`config.mk`:
```
export PLATFORM = sky130hd
export DESIGN_NAME = ctrl_seq
export DESIGN_NICKNAME = d
export VERILOG_FILES = /design/src/rtl/ctrl_seq.sv
export SDC_FILE = /design/constraint.sdc
export NUM_CORES = 1
export LEC_CHECK = 0
export BUFFER_PORTS_ARGS = -buffer_cell sky130_fd_sc_hd__buf_4
export CAP_MARGIN = 20
export CORE_ASPECT_RATIO = 2
export CORE_MARGIN = 2
export CORE_UTILIZATION = 50
export DETAILED_ROUTE_END_ITERATION = 10
export PLACE_DENSITY = 0.71
export SLEW_MARGIN = 25
export SYNTH_ARGS = -nofsm -noshare
export SYNTH_HDL_FRONTEND = slang
export SYNTH_SLANG_ARGS = --single-unit
```
`constraint.sdc`:
```
create_clock -name Clk -period 2.3 [get_ports Clk]
set_input_delay 0.115 -clock Clk [delete_from_list [all_inputs] [get_ports Clk]]
set_output_delay 0.115 -clock Clk [all_outputs]
set_load 0.02 [all_outputs]
```
`src/rtl/ctrl_seq.sv`:
```
// Multi-cycle control sequencer: Start/Ack run handshake, write-enable gating,
// load stall for the data-memory read latency, and per-run cycle/retire counters.
module ctrl_seq #(
   parameter int         IW      = 9,
   parameter int         MEM_LAT = 2,
   parameter logic [4:0] LD_OP   = 5'b01000,
   parameter int         CW      = 16
) (
   input  logic          Clk,
   input  logic          Reset,
   input  logic          Start,
   input  logic [IW-1:0] Instruction,
   input  logic          RegWrReq,
   input  logic          MemWrReq,
   output logic          InitPc,
   output logic          FetchEn,
   output logic          RegWrEn,
   output logic          MemWrEn,
   output logic          MemRdEn,
   output logic          Busy,
   output logic          Ack,
   output logic [CW-1:0] CycleCount,
   output logic [CW-1:0] InstrCount
);

   typedef enum logic [1:0] {IDLE, EXEC, MEMRD, HALT} state_t;

   localparam logic [3:0] LAT_M1 = 4'(MEM_LAT - 1);

   state_t     state, next_state;
   logic [3:0] wait_cnt, wait_nxt;
   logic       halt, load;
   logic       clr_cnt, cyc_inc, ins_inc;

   function automatic logic [CW-1:0] sat_inc(input logic [CW-1:0] v);
      return (&v) ? v : v + 1'b1;
   endfunction

   assign halt = &Instruction;
   assign load = (Instruction[IW-1:IW-5] == LD_OP) && !halt;

   always_comb begin
      next_state = state;
      wait_nxt   = wait_cnt;
      clr_cnt    = 1'b0;
      cyc_inc    = 1'b0;
      ins_inc    = 1'b0;
      InitPc     = 1'b0;
      FetchEn    = 1'b0;
      RegWrEn    = 1'b0;
      MemWrEn    = 1'b0;
      MemRdEn    = 1'b0;
      Busy       = 1'b0;
      Ack        = 1'b0;
      case (state)
         IDLE: begin
            InitPc = Start;
            if (Start) begin
               next_state = EXEC;
               clr_cnt    = 1'b1;
            end
         end
         EXEC: begin
            Busy = 1'b1;
            if (Start) begin
               // abort: restart the program with every strobe suppressed
               InitPc     = 1'b1;
               clr_cnt    = 1'b1;
               wait_nxt   = '0;
               next_state = EXEC;
            end else begin
               cyc_inc = 1'b1;
               if (halt) begin
                  next_state = HALT;
               end else if (load) begin
                  MemRdEn    = 1'b1;
                  wait_nxt   = LAT_M1;
                  next_state = MEMRD;
               end else begin
                  FetchEn = 1'b1;
                  RegWrEn = RegWrReq;
                  MemWrEn = MemWrReq;
                  ins_inc = 1'b1;
               end
            end
         end
         MEMRD: begin
            Busy = 1'b1;
            if (Start) begin
               InitPc     = 1'b1;
               clr_cnt    = 1'b1;
               wait_nxt   = '0;
               next_state = EXEC;
            end else begin
               cyc_inc = 1'b1;
               if (wait_cnt != '0) begin
                  wait_nxt = wait_cnt - 1'b1;
               end else begin
                  // final cycle of the load: read data valid, write it back
                  RegWrEn    = RegWrReq;
                  FetchEn    = 1'b1;
                  ins_inc    = 1'b1;
                  next_state = EXEC;
               end
            end
         end
         HALT: begin
            Ack = 1'b1;
            if (Start) next_state = IDLE;
         end
         default: next_state = IDLE;
      endcase
      if (Reset) begin
         InitPc  = 1'b0;
         FetchEn = 1'b0;
         RegWrEn = 1'b0;
         MemWrEn = 1'b0;
         MemRdEn = 1'b0;
         Busy    = 1'b0;
         Ack     = 1'b0;
      end
   end

   always_ff @(posedge Clk or posedge Reset) begin
      if (Reset) begin
         state      <= IDLE;
         wait_cnt   <= '0;
         CycleCount <= '0;
         InstrCount <= '0;
      end else begin
         state    <= next_state;
         wait_cnt <= wait_nxt;
         if (clr_cnt) begin
            CycleCount <= '0;
            InstrCount <= '0;
         end else begin
            if (cyc_inc) CycleCount <= sat_inc(CycleCount);
            if (ins_inc) InstrCount <= sat_inc(InstrCount);
         end
      end
   end

   a_ack_busy: assert property (@(posedge Clk) disable iff (Reset) !(Ack && Busy));
   a_rd_wr:    assert property (@(posedge Clk) disable iff (Reset) !(MemRdEn && (MemWrEn || RegWrEn)));

endmodule

```
==> flow_metrics.py, run 1 <==
metrics = {
    "status": {
        "outcome": "finished, final reports clean",
    },
    "sta": {
        "worst_slew_pin_slew_ps": 602,
        "fin_crit_sh": 0.918,
        "setup_tns_ps": 0,
        "max_freq_mhz": 474,
        "final_max_slew_viol_count": 0,
        "skew_ps": 5.45,
        "setup_ws_ps": 188,
        "fin_crit_ps": 2110,
        "hold_ws_ps": 8.60,
        "report.final.setup_viol": 0,
        "slew_headroom": 0.595,
        "hold_viol_final": 0,
    },
    "global_routing": {
        "grt_max_degree": 39,
        "track_usage": 0.243,
        "grt_pass1_vias": 2142,
        "globalRouteOverflowTotal": 0,
        "grt_pass1_wl_microns": 9750,
        "grt_antenna_before_repair": 0,
    },
    "cells_and_area": {
        "layout-drive-gt1-share": 0.252,
        "final_cell_area_sq_um": 3010,
        "fin_util": 0.655,
        "syn_to_final_growth_pct": 27.5,
        "diodes": 0,
        "fillerInstances": 408,
        "final_cells": 380,
        "final_nets": 346,
    },
    "clock_network": {
        "holdBufCountCts": 0,
        "cts_buffers": 5,
        "root_buffer": "clkbuf_8",
        "cts_sinks": 38,
        "clk_latency_ps": 290,
        "clk_pin_slew_ps": 70,
        "clk_path_buf_depth": 2,
        "htree_levels": 2,
        "cts_tree": "built",
    },
    "place": {
        "postPlaceCellArea_sq_um": 2870,
        "dpl_worst_slack_ps": 123,
        "dp_hpwl_microns": 4440,
        "place.gp.congestion": 0.819,
        "numPortBuffers": 52,
        "dp.cells": 370,
    },
    "logic_synthesis": {
        "ys.flop_type": "dfrtp_1",
        "async_flop_share": 1.00,
        "synth_edf_count": 0,
        "synth_nets": 281,
        "ys_warn_count": 0,
        "ys_seq_area_frac": 0.402,
        "synth_cell_types": 52,
        "synth_seq_cells": 38,
        "mappedNetlistArea_sq_um": 2360,
        "syn_area_per_cell_sq_um": 9.09,
        "syn_inst": 260,
    },
    "setup_path": {
        "required_ps": 2510,
        "arrival_ps": 2320,
        "path_cells": "inv_1 > ha_1 > nand2b_4 > a31oi_4 > a32oi_4 > buf_4 > or4_1 > a21oi_1",
        "crit_slowest_cell": "or4_1",
        "critPathKind": "reg -> reg",
        "max_stage_delay_ps": 500,
        "cp_max_fo": 7,
        "startpoint_type": "flop",
        "critPathCaptureType": "flop",
    },
    "route": {
        "wirelength_microns": 6060,
        "avgRoutedWirePerCell_microns": 15.9,
        "first_pass_iters": 4,
        "dr_total_vias": 2231,
        "drtIter0Drc": 39,
        "vias_per_cell": 5.87,
        "drc": 0,
        "detail-route-antenna-nets": 0,
    },
    "floorplanning": {
        "ios": 53,
        "start_util": 0.514,
        "dieArea_sq_um": 5330,
        "die_h_microns": 101,
        "die_w_microns": 52.6,
        "placementRows": 35,
        "core_sq_um": 4600,
    },
    "power_and_ir_drop": {
        "p_leak_nw": 1.33,
        "p_total_mw": 2.52,
        "vdd_drop_max_uv": 780,
        "powerDensity_nw_per_um2": 837,
    },
    "hold_path": {
        "holdCritPathClass": "in -> async",
    },
    "run": {
        "maxCapViolations": 0,
    },
}
==> cell type report <==
class / count / area, sq um / area share
Sequential cell: 38 / 951 / 0.316
Timing Repair Buffer: 70 / 526 / 0.174
Multi-Input combinational cell: 200 / 1320 / 0.437
Inverter: 10 / 37.5 / 0.0125
Tap cell: 55 / 68.8 / 0.0228
Clock buffer: 6 / 82.6 / 0.0274
Clock inverter: 1 / 30.0 / 0.00997
==> routing by layer <==
metal	share of wire	vias to the layer above	track usage
met2	0.57	50	0.443
met1	0.37	1066	0.264
li1	-	1099	-
met5	0	-	0
met4	0.032	0	0.114
met3	0.027	16	0.0324
==> kinds of logic (layout without fill, tap and decap cells) <==
kind of cell,count (synthesis),after routing,synth area share
AND/OR/NAND/NOR,118,118,0.274
AO/OA/AOI/OAI,61,61,0.189
flip-flops,38,38,0.402
multiplexers,4,4,0.0169
XOR/XNOR,10,10,0.0371
buffers and inverters,22,87,0.0434
adder cells (fa/ha/maj),7,7,0.0371
==> repair_timing <==
item,CTS,global route
setup endpoints to repair,0,2
resized for setup,0,1
buffers inserted,0,3
==> synthesized netlist by cell type (8+ instances only) <==
library cell	number	share of area
nor2_1	22	0.035
o31ai_1	10	0.032
or4_1	9	0.029
nand3_1	12	0.025
nand2_1	21	0.033
xnor2_1	10	0.037
o21ai_0	11	0.023
inv_1	10	0.016
a21oi_1	14	0.030
nand4_1	8	0.021
dfrtp_1	38	0.40
==> flip-flops by register name (all words and copies together), names as in the netlist <==
name / flops
wait_cnt: 4
CycleCount: 16
state: 2
InstrCount: 16
==> worst max-delay path, delay by kind of cell (launching register included) <==
| family | cells | cell delay (ps) |
|---|---|---|
| AO/OA/AOI/OAI | 3 | 510 |
| adder cells (fa/ha/maj) | 1 | 230 |
| buffers and inverters | 2 | 300 |
| flip-flops | 1 | 400 |
| AND/OR/NAND/NOR | 2 | 590 |
==> final timing paths <==
| path | startpoint | end | slack [ps] | cells past startpoint |
|---|---|---|---|---|
| worst min-delay path | Reset | InstrCount[14] | 9 | 3 |
| max in group asynchronous | Reset | CycleCount[0] | 1960 | 3 |
| worst max-delay path | state[1] | InstrCount[11] | 190 | 8 |
| worst max register to register | state[1] | InstrCount[11] | 190 | 8 |
| worst min register to register | CycleCount[4] | CycleCount[4] | 530 | 1 |
| min in group Clk | Start | wait_cnt[0] | 150 | 2 |
==> cell usage in the layout, fill, tap and decap left out, types with 3 or more instances in the layout <==
cell / n
nor2b_1: 3
or3_1: 7
o31ai_1: 10
mux2i_1: 4
nand2b_1: 6
o211ai_1: 3
clkbuf_8: 6
dfrtp_1: 38
nand4_1: 8
nand3_1: 12
o21ai_0: 11
xnor2_1: 10
nor4_1: 6
ha_1: 7
and3_1: 5
buf_4: 70
and4_1: 4
nor3b_1: 3
or4_1: 9
a21oi_1: 14
nand2_1: 21
nor3_1: 3
a31o_1: 3
nor2_1: 22
inv_1: 10
==> report_power, final <==
group          internal, mW  leakage (nW)  switching [mW]
clock network         0.347        0.0573           0.234
registers             0.747         0.521           0.109
logic                 0.469         0.753           0.616
total                  1.56          1.33           0.959
Power figures use the tool's default switching activity.
==> run 2, diff against run 1 <==
ABC_CLOCK_PERIOD_IN_PS = 2300   (was not set)
CORE_ASPECT_RATIO = not set   (was 2)
==> run 2 against run 1 <==
Net effect:
- the flow now finishes with violations (hold timing)
- critical path type is now reg -> out
- register-to-register slack barely moved
- largest cell class unchanged
- sequential power fell by 2%
- maximum frequency fell by 2.2%
==> flow_metrics.py, run 2 (synthesis gave the netlist of run 1 again) <==
metrics = {
    "route": {
        "drc": 0,
        "dr_total_vias": 2217,
        "avgRoutedWirePerCell_microns": 15.0,
        "drtIter0Drc": 129,
        "wirelength_microns": 5600,
        "first_pass_iters": 4,
        "detail-route-antenna-nets": 0,
        "vias_per_cell": 5.93,
    },
    "clock_network": {
        "cts_tree": "built",
        "cts_sinks": 38,
        "post_cts_buffers": 0,
        "clk_latency_ps": 300,
        "htree_levels": 2,
        "cts_buffers": 5,
        "clk_path_buf_depth": 2,
        "root_buffer": "clkbuf_8",
        "clk_pin_slew_ps": 80,
        "cts_resized": 0,
        "holdBufCountCts": 0,
    },
    "sta": {
        "hold_ws_ps": -6.38,
        "slew_headroom": 0.588,
        "final_max_slew_viol_count": 0,
        "setup_ws_ps": 141,
        "rsz0062_at_grt": "false",
        "skew_ps": 3.62,
        "hold_viol_final": 7,
        "report.final.setup_viol": 0,
        "max_freq_mhz": 463,
        "setup_tns_ps": 0,
        "fin_crit_sh": 0.939,
        "fin_crit_ps": 2160,
        "worst_slew_pin_slew_ps": 612,
    },
    "setup_path": {
        "r2r_start": "state[1]",
        "cp_max_fo": 22,
        "critPathCaptureType": "output port",
        "reg2reg_depth": 8,
        "critPathKind": "reg -> out",
        "crit_slowest_cell": "a32oi_4",
        "required_ps": 2180,
        "r2r-end": "InstrCount[9]",
        "max_stage_delay_ps": 530,
        "arrival_ps": 2040,
        "path_cells": "inv_1 > ha_1 > nor2b_1 > a32oi_4 > nor2_1 > buf_4",
        "startpoint_type": "flop",
        "r2r_slack_ps": 180,
    },
    "place": {
        "dp_hpwl_microns": 4060,
        "place.gp.congestion": 0.843,
        "numPortBuffers": 52,
        "dpl_worst_slack_ps": 181,
    },
    "floorplanning": {
        "die_w_microns": 72.8,
        "start_util": 0.511,
        "dieArea_sq_um": 5290,
        "die_h_microns": 72.8,
        "ios": 53,
        "core_sq_um": 4630,
        "placementRows": 25,
    },
    "cells_and_area": {
        "layout_commonest_cell": "buf_4",
        "syn_to_final_growth_pct": 25.3,
        "final_nets": 340,
        "diodes": 0,
        "final_cell_mix": "buf_4 (64), dfrtp_1 (38), nor2_1 (22), nand2_1 (21), a21oi_1 (14)",
        "layout-drive-gt1-share": 0.238,
        "largestRegisters": "CycleCount: 16 flops, InstrCount: 16 flops, wait_cnt: 4 flops",
    },
    "hold_path": {
        "holdCritPathClass": "in -> async",
    },
    "run": {
        "maxCapViolations": 0,
    },
    "global_routing": {
        "grt_pass1_wl_microns": 9450,
        "grt_max_degree": 39,
        "track_usage": 0.227,
        "grt_antenna_before_repair": 0,
        "globalRouteOverflowTotal": 0,
        "grt_pass1_vias": 2026,
    },
    "power_and_ir_drop": {
        "powerDensity_nw_per_um2": 818,
        "p_leak_nw": 1.29,
        "vdd_drop_max_uv": 652,
        "p_total_mw": 2.42,
    },
    "status": {
        "failed_checks": "hold timing",
        "outcome": "complete, but fails checks",
    },
}
==> run 2: cell count changes in the layout (fill, tap and decap cells not counted) <==
cell        change
nand2b_4        -1
clkinvlp_4      +2
nand2b_1        +1
buf_4           -6
clkbuf_8        -1
==> run 2: area by class of cell <==
class | instances | area (sq um)
timing repair buffer | 64 | 480
sequential | 38 | 951
clock inverter | 3 | 45.0
inverter | 10 | 37.5
clock buffer | 5 | 68.8
multi-input combinational | 200 | 1310
tap | 54 | 67.6
fill | 404 | 1670
==> run 2: worst max path at each step <==
stage	start	end	slack, ps	cells past startpoint
6_report	state[0]	FetchEn	140	6
5_1_grt	state[1]	InstrCount[11]	0.5	7
4_1_cts	state[0]	FetchEn	120	6
3_5_place_dp	state[1]	InstrCount[9]	180	8
3_3_place_gp	state[0]	CycleCount[15]	220	8
2_1_floorplan	InstrCount[0]	InstrCount[9]	160	7
==> run 2: power by group <==
| part | switching [mW] | internal, mW | total [mW] |
|---|---|---|---|
| registers | 0.0966 | 0.747 | 0.843 |
| clock network | 0.260 | 0.323 | 0.582 |
| logic | 0.585 | 0.412 | 0.997 |
==> run 2: metal layers <==
metal / share of wire / GRT usage
met1: 0.43 / 0.295
met2: 0.51 / 0.379
met3: 0.056 / 0.0470
met4: 0.0079 / 0.0761
met5: 0 / 0
==> run 2: worst max-delay path: cells and delay by family, from the launching register on <==
kind,cells,cell delay (ps)
DFF,1,400
and+or+nand+nor,2,260
AOI/OAI and AO/OA,1,530
buffers and inverters,2,260
adders and majority gates,1,300
==> run 2: per-stage QoR <==
| stage | std cells | utilization | instance area (sq um) |
|---|---|---|---|
| after floorplan | 260 | - | 2360 |
| after CTS | 374 | 0.639 | 2960 |
| after global routing | 374 | 0.639 | 2960 |
| after detailed placement | 366 | 0.615 | 2850 |
| final | 374 | 0.639 | 2960 |
| after global placement | 366 | 0.615 | 2850 |
==> run 3, diff against run 2 <==
CORE_UTILIZATION = 54   (was 50)
PLACE_DENSITY = 0.76   (was 0.71)
==> run 3 against run 2 <==
Net effect:
- the run still ends with hold timing left
- via count decreased by 0.18%
- setup slack got worse by 34 ps
- register-to-register slack got worse by 70 ps
- core utilization increased by 5.2 points
- maximum frequency fell by 1.6%
- critical path depth grew 1
- die area is 7.0% lower
- worst hold slack got worse by 1.4 ps
- sequential power grew 1%
- power rose by 0.13%
- sequential cell count unchanged
- critical endpoint is now InstrCount[8]
==> flow_metrics.py, run 3 (synthesis gave the netlist of run 1 again) <==
metrics = {
    "setup_path": {
        "arrival_ps": 2410,
        "critPathKind": "reg -> reg",
        "r2r_slack_ps": 110,
        "cp_num_cells": 7,
        "reg2reg_depth": 7,
        "r2r_start": "state[1]",
        "cp-endpoint": "InstrCount[8]",
        "crit_family": "compound AO/OA/AOI/OAI gates",
        "startpoint_type": "flop",
        "r2r-end": "InstrCount[8]",
        "cp_num_buf_inv": 1,
        "critPathCaptureType": "flop",
        "crit_slowest_cell": "or4_4",
        "max_stage_delay_ps": 580,
        "cp_max_fo": 22,
        "critPathLaunch": "state[1]",
        "required_ps": 2520,
        "path_cells": "inv_1 > ha_1 > nand2b_4 > a31oi_4 > a32oi_4 > or4_4 > a21oi_1",
    },
    "clock_network": {
        "htree_levels": 2,
        "clk_latency_ps": 300,
        "cts_sinks": 38,
        "cts_tree": "built",
        "root_buffer": "clkbuf_8",
        "post_cts_buffers": 0,
        "clk_pin_slew_ps": 80,
        "holdBufCountCts": 0,
        "cts_resized": 0,
        "cts_buffers": 5,
        "clk_path_buf_depth": 2,
    },
    "place": {
        "numPortBuffers": 52,
        "dpl_worst_slack_ps": 99.0,
        "postPlaceCellArea_sq_um": 2840,
        "place.gp.congestion": 0.800,
        "dp_hpwl_microns": 4010,
    },
    "route": {
        "first_pass_iters": 4,
        "drc": 0,
        "drtIter0Drc": 181,
        "avgRoutedWirePerCell_microns": 15.1,
        "detail-route-antenna-nets": 0,
        "dr_total_vias": 2213,
        "wirelength_microns": 5620,
        "vias_per_cell": 5.95,
    },
    "power_and_ir_drop": {
        "vdd_drop_max_uv": 345,
        "powerDensity_nw_per_um2": 817,
        "p_total_mw": 2.43,
        "p_leak_nw": 1.30,
    },
    "cells_and_area": {
        "regArea_sq_um": 951,
        "multiInputGateArea_sq_um": 1330,
        "final_nets": 340,
        "diodes": 0,
        "syn_to_final_growth_pct": 25.6,
        "final_cell_mix": "buf_4 (64), dfrtp_1 (38), nor2_1 (22), nand2_1 (21), a21oi_1 (14)",
        "largestRegisters": "CycleCount: 16 flops, InstrCount: 16 flops, wait_cnt: 4 flops",
        "layout_commonest_cell": "buf_4",
        "layout-drive-gt1-share": 0.241,
        "fillerInstances": 353,
        "final_cell_area_sq_um": 2970,
    },
    "global_routing": {
        "grt_pass1_vias": 2076,
        "globalRouteOverflowTotal": 0,
        "grt_max_degree": 39,
        "track_usage": 0.237,
        "grt_pass1_wl_microns": 9400,
        "grt_antenna_before_repair": 0,
    },
    "floorplanning": {
        "start_util": 0.550,
        "dieArea_sq_um": 4920,
        "ios": 53,
        "die_h_microns": 70.2,
        "die_w_microns": 70.2,
        "core_sq_um": 4290,
        "placementRows": 24,
    },
    "sta": {
        "fin_crit_ps": 2190,
        "rsz0062_at_grt": "true",
        "hold_viol_final": 32,
        "hold_ws_ps": -7.77,
        "max_freq_mhz": 456,
        "slew_headroom": 0.496,
        "final_max_slew_viol_count": 0,
        "skew_ps": 7.94,
        "worst_slew_pin_slew_ps": 749,
        "report.final.setup_viol": 0,
        "setup_ws_ps": 107,
        "fin_crit_sh": 0.953,
    },
    "run": {
        "maxCapViolations": 0,
    },
    "hold_path": {
        "holdCritPathClass": "in -> async",
    },
    "status": {
        "failed_checks": "hold timing",
        "outcome": "complete, but fails checks",
    },
}
-- run 3: changes by cell type in the layout (fill, tap and decap cells not counted) --
cell	before	now
clkbuf_1	0	2
clkinvlp_4	2	0
nand2b_1	7	6
nand2b_4	0	1
nor4b_1	2	1
nor4b_2	0	1
or4_1	9	8
or4_4	0	1
-- run 3: worst min path at each step --
stage	start	to	slack, ps	depth (start not counted)
after global placement	Reset	InstrCount[13]	330	3
after CTS	Reset	state[1]	4	3
final	Reset	InstrCount[6]	-8	3
after global routing	Reset	InstrCount[9]	40	3
after detailed placement	Reset	InstrCount[14]	330	3
after floorplan	Reset	Ack	300	1
-- run 3: layout make-up --
cell class                 count  share of cell area
multi-input combinational    200               0.447
timing repair buffer          64               0.162
clock buffer                   7              0.0257
clock inverter                 1              0.0101
sequential                    38               0.320
inverter                      10              0.0126
tap                           52              0.0219
-- run 3: power by group --
| group | switching, mW | internal (mW) |
|---|---|---|
| Sequential | 0.108 | 0.747 |
| Combinational | 0.584 | 0.414 |
| Clock | 0.249 | 0.325 |
| Total | 0.941 | 1.49 |
-- run 3: worst reg2reg max path, stage by stage (launching register included) --
cell and delay [ps]:
dfrtp_1 410, inv_1 110, ha_1 230, nand2b_4 90, a31oi_4 230, a32oi_4 280
or4_4 580, a21oi_1 180
-- run 3: per-stage QoR --
step / utilization / hold slack, ps / instances / TNS [ps]
3_3_place_gp: 0.662 / 326 / 364 / 0
2_1_floorplan: - / 305 / 260 / 0
3_5_place_dp: 0.662 / 331 / 364 / 0
6_report: 0.691 / -7.77 / 372 / 0
5_1_grt: 0.691 / 44.9 / 372 / -16.4
4_1_cts: 0.687 / 4.08 / 372 / 0
-- run 3: metal layers --
layer	vias to the layer above	global-route usage	routed length, microns
met2	47	0.420	2850
met1	1068	0.285	2470
li1	1090	-	-
met5	-	0	0
met4	0	0.0726	73
met3	8	0.0563	226
